===== src/rtl/bcd_pkg.sv =====
// Shared types and constants for the sequential binary-to-BCD converter.
package bcd_pkg;

    typedef enum logic {
        IDLE  = 1'b0,
        SHIFT = 1'b1
    } state_t;

    localparam logic [3:0] BCD_NINE       = 4'h9;
    localparam logic [3:0] ADD3_THRESHOLD = 4'd5;

    function automatic longint pow10(input int n);
        longint r;
        r = 1;
        for (int i = 0; i < n; i++) r = r * 10;
        return r;
    endfunction

endpackage


===== src/rtl/bcd_add3_column.sv =====
// One double-dabble column: pre-corrects a BCD nibble before the left shift.
module bcd_add3_column
    import bcd_pkg::*;
(
    input  logic [3:0] i_nib,
    output logic [3:0] o_nib
);

    assign o_nib = (i_nib >= ADD3_THRESHOLD) ? i_nib + 4'd3 : i_nib;

endmodule


===== src/rtl/bin2bcd_seq.sv =====
// Bit-serial binary-to-BCD converter (shift-and-add-3), one input bit per clock,
// with saturation to all nines when the value exceeds the digit range.
module bin2bcd_seq
    import bcd_pkg::*;
#(
    parameter int BIN_W  = 10,
    parameter int DIGITS = 3
) (
    input  logic                  clk,
    input  logic                  rst_n,
    input  logic                  in_valid,
    output logic                  in_ready,
    input  logic [BIN_W-1:0]      in_bin,
    output logic                  out_valid,
    output logic [4*DIGITS-1:0]   out_bcd,
    output logic                  out_ovf
);

    localparam int ACC_W = 4 * DIGITS;
    localparam int CNT_W = $clog2(BIN_W);
    localparam logic [CNT_W-1:0] CNT_LAST = CNT_W'(BIN_W - 1);
    localparam logic [63:0] LIMIT = 64'(pow10(DIGITS) - 1);

    state_t             r_state, w_state_nxt;
    logic [BIN_W-1:0]   r_sr;
    logic [ACC_W-1:0]   r_acc;
    logic [CNT_W-1:0]   r_cnt;
    logic               r_ovf_pend;
    logic [ACC_W-1:0]   r_out_bcd;
    logic               r_out_ovf;
    logic               r_out_valid;

    logic               w_accept, w_last, w_ovf_in, w_carry;
    logic [ACC_W-1:0]   w_adj, w_acc_shift;
    logic [BIN_W-1:0]   w_sr_shift;

    for (genvar g = 0; g < DIGITS; g++) begin : g_col
        bcd_add3_column u_col (
            .i_nib (r_acc[4*g +: 4]),
            .o_nib (w_adj[4*g +: 4])
        );
    end

    // The carry out of the top nibble only appears for out-of-range inputs.
    assign {w_carry, w_acc_shift} = {w_adj, r_sr[BIN_W-1]};
    assign w_sr_shift = {r_sr[BIN_W-2:0], 1'b0};
    assign w_ovf_in   = (64'(in_bin) > LIMIT);

    always_comb begin
        w_state_nxt = r_state;
        w_accept    = 1'b0;
        w_last      = 1'b0;
        case (r_state)
            IDLE: begin
                if (in_valid) begin
                    w_accept    = 1'b1;
                    w_state_nxt = SHIFT;
                end
            end
            SHIFT: begin
                if (r_cnt == CNT_LAST) begin
                    w_last      = 1'b1;
                    w_state_nxt = IDLE;
                end
            end
            default: w_state_nxt = IDLE;
        endcase
    end

    always_ff @(posedge clk or negedge rst_n) begin
        if (!rst_n) r_state <= IDLE;
        else        r_state <= w_state_nxt;
    end

    always_ff @(posedge clk or negedge rst_n) begin
        if (!rst_n) begin
            r_sr        <= '0;
            r_acc       <= '0;
            r_cnt       <= '0;
            r_ovf_pend  <= 1'b0;
            r_out_bcd   <= '0;
            r_out_ovf   <= 1'b0;
            r_out_valid <= 1'b0;
        end else begin
            r_out_valid <= w_last;
            if (w_accept) begin
                r_sr       <= in_bin;
                r_acc      <= '0;
                r_cnt      <= '0;
                r_ovf_pend <= w_ovf_in;
            end else if (r_state == SHIFT) begin
                r_sr  <= w_sr_shift;
                r_acc <= w_acc_shift;
                r_cnt <= w_last ? '0 : r_cnt + 1'b1;
                if (w_last) begin
                    r_out_ovf <= r_ovf_pend | w_carry;
                    r_out_bcd <= (r_ovf_pend | w_carry) ? {DIGITS{BCD_NINE}} : w_acc_shift;
                end
            end
        end
    end

    assign in_ready  = (r_state == IDLE);
    assign out_valid = r_out_valid;
    assign out_bcd   = r_out_bcd;
    assign out_ovf   = r_out_ovf;

endmodule


===== config.mk =====
export PLATFORM = sky130hd
export DESIGN_NAME = bin2bcd_seq
export DESIGN_NICKNAME = d
export VERILOG_FILES = /design/src/rtl/bcd_pkg.sv /design/src/rtl/bcd_add3_column.sv /design/src/rtl/bin2bcd_seq.sv
export SDC_FILE = /design/constraint.sdc
export NUM_CORES = 1
export LEC_CHECK = 0
export BUFFER_PORTS_ARGS = -buffer_cell sky130_fd_sc_hd__buf_4
export CORE_MARGIN = 2
export CORE_UTILIZATION = 40
export DETAILED_ROUTE_END_ITERATION = 6
export HOLD_SLACK_MARGIN = 0.03
export PLACE_DENSITY = 0.62
export SKIP_CTS_REPAIR_TIMING = 1
export SYNTH_ARGS = -nofsm -noshare
export SYNTH_HDL_FRONTEND = slang
export SYNTH_SLANG_ARGS = --single-unit

===== constraint.sdc =====
create_clock -name clk -period 2.1 [get_ports clk]
set_clock_uncertainty 0.05 [all_clocks]
set_input_delay 0.105 -clock clk [delete_from_list [all_inputs] [get_ports clk]]
set_output_delay 0.105 -clock clk [all_outputs]
set_load 0.1 [all_outputs]

==> flow_summary_export.csv <==
group,metric,value,unit
outcome,status,"completed",
sta,timing.setup.tns,0,ns
synthesis,ys_ff_latch,42,
worst_setup_path,crit_type,"flip-flop to primary output",
global_route,grt_max_degree,43,
place,gp_congestion,0.7309,
worst_setup_path,crit_required,1.95,ns
synthesis,synth_area_leader_cell,"dfrtp_1",
worst_setup_path,r2r_slack,0.31,ns
final_layout,n_fill_cell,513,
clock_tree,clock_path_buffers,2,
synthesis,synth-seq-area-share,50.51,%
synthesis,netlist_area,2081,um^2
floorplanning,start_util,41.00,%
synthesis,ys_types,36,
floorplanning,die_x,76.13,um
place,post-place-ws,0.3023,ns
synthesis,synth_fp_nets,224,
worst_setup_path,arrival,1.69,ns
synthesis,synth_commonest_cells,"dfrtp_1, nand2_1, o21ai_0",
sta,timing.final.crit_share,87.95,%
sta,max_slew.worst_pin.slew,0.5738,ns
global_route,grt_use_total,14.92,%
detailed_routing,via_count,1509,
sta,hold_viol,0,
synthesis,async_flop_share,100.0,%
worst_hold_path,hold_start,"in_bin[0]",
synthesis,synth_warnings,0,
floorplanning,die-height,76.13,um
place,dp.cells,292,
worst_hold_path,min_path_cells,3,
place,dp_hpwl,2806,um
clock_tree,path_clk_slew,0.08,ns
floorplanning,rows,26,
synthesis,yosys_most_used_dff,"dfrtp_1",
worst_setup_path,crit_path_max_fanout,23,
detailed_routing,detail_route.iter0.violations,104,
final_layout,drive_gt1_share,19.48,%
detailed_routing,drc,0,
sta,whs,0.007747,ns
synthesis,synth_edf_count,0,
clock_tree,cts_root_buf,"clkbuf_8",
worst_setup_path,cp-end-kind,"primary output",
global_route,grt_pass1_wl,7003,um
detailed_routing,vias_per_cell,5.013,
detailed_routing,ant_nets,0,
worst_setup_path,reg2reg_from,"r_acc[9]",
sta,max_freq,541.4,MHz
synthesis,synthCells,203,
clock_tree,clk-insertion-delay-late,0.29,ns
detailed_routing,wirelength,4052,um
sta,max_slew_margin,61.51,%
global_route,overflow,0,
worst_setup_path,rr_endpoint,"out_bcd[3]",
synthesis,syn_area_per_cell,10.25,um^2
final_layout,syn_to_final_growth,17.68,%
worst_setup_path,start_kind,"flip-flop",
floorplanning,top_level_ports,28,
worst_setup_path,rr_worst_depth,6,
synthesis,yosys-top-cells-area,"dfrtp_1, mux2i_1, nand2_1, ha_1, o21ai_0",
synthesis,post-synth-top-count-cell,"dfrtp_1",
synthesis,yosysTopAreaCellShare,50.51,%
sta,worst_slack,0.2531,ns
final_layout,diodes,0,
worst_hold_path,hp-class,"input port to flip-flop",
global_route,grt_pass1_vias,1440,
clock_tree,htreeDepth,2,
place,portBuffers,27,
sta,rsz0062_at_grt,"false",
final_layout,nets,251,
sta,period_minus_slack,1.847,ns
clock_tree,cts-buffers-inserted,5,
worst_hold_path,min_to,"r_sr[0]",
flow_run,cap_violations,0,
final_layout,layoutNonFillerInstCount,301,
detailed_routing,wl_per_cell,13.46,um
floorplanning,dieArea,5795,um^2
clock_tree,clock_sinks,42,
clock_tree,cts_tree,"built",
global_route,antenna_found_initial,0,
sta,setup_viol,0,
floorplanning,core_area,5075,um^2
sta,slew_viol_final,0,
detailed_routing,drt-pass1-iter-count,4,
-- per-layer routing --
metal	track usage (%)	wire [um]
met5	0	0
met4	4.000	37
met3	3.436	122
met2	22.68	1851
met1	21.57	2041
-- state kept, by name, indices dropped and copies added, names as in the netlist --
name and flops:
out_bcd 12, out_ovf 1, out_valid 1, r_acc 12, r_cnt 4, r_ovf_pend 1
r_sr 10, r_state 1
-- worst max-delay path by stage --
| stage | to | slack (ns) | startpoint | cells past startpoint |
|---|---|---|---|---|
| 5_1_grt | out_bcd[4] | 0.11 | r_acc[9] | 6 |
| 3_3_place_gp | out_bcd[11] | 0.34 | r_acc[9] | 6 |
| 2_1_floorplan | r_acc[11] | 0.04 | r_state | 4 |
| 3_5_place_dp | out_bcd[3] | 0.30 | r_acc[9] | 6 |
| 6_report | in_ready | 0.25 | r_state | 2 |
| 4_1_cts | in_ready | 0.25 | r_state | 2 |
-- critical path: stages (launching register included) --
cell      delay (ns)
dfrtp_1         0.44
clkinv_1        0.51
buf_4           0.45
-- cell type report --
| type | instances | area, um^2 | area share, % |
|---|---|---|---|
| flip-flops and latches | 42 | 1051 | 42.92 |
| clock buffers | 5 | 68.82 | 2.810 |
| clock inverters | 3 | 40.04 | 1.635 |
| repair buffers | 30 | 227.7 | 9.300 |
| inverters | 10 | 37.54 | 1.533 |
| well taps | 70 | 87.58 | 3.577 |
| multi-input cells | 141 | 935.9 | 38.22 |
-- cells by family (layout without fill, tap and decap cells) --
group	count (synthesis)	in the layout	share of synthesized area [%]
muxes	13	13	6.254
xor gates and xnor gates	4	4	1.684
adders and majority gates	8	8	4.811
buffers and inverters	20	48	4.509
DFF	42	42	50.51
and+or+nand+nor	60	60	13.89
AOI/OAI and AO/OA	56	56	18.34
-- stage by stage --
stage,utilization (%),area (um^2)
final,48.25,2449
after global routing,48.25,2449
after CTS,48.05,2439
after detailed placement,45.91,2330
after global placement,45.91,2330
after floorplan,-,2081
-- layout by cell type, fill, tap and decap left out, drive strengths merged, types with 4 or more instances in the layout --
| cell | netlist | layout |
|---|---|---|
| o21ai | 18 | 18 |
| nor2 | 12 | 12 |
| o31ai | 6 | 6 |
| dfrtp | 42 | 42 |
| inv | 9 | 9 |
| xnor2 | 4 | 4 |
| a31oi | 5 | 5 |
| o22ai | 8 | 8 |
| buf | 5 | 29 |
| a21oi | 9 | 9 |
| nand2 | 29 | 29 |
| ha | 8 | 8 |
| clkbuf | 5 | 5 |
| nor3b | 6 | 6 |
| mux2i | 13 | 13 |
Power is not shown: default switching activity piles up to over one toggle a cycle in this logic, so the estimate is an artifact.
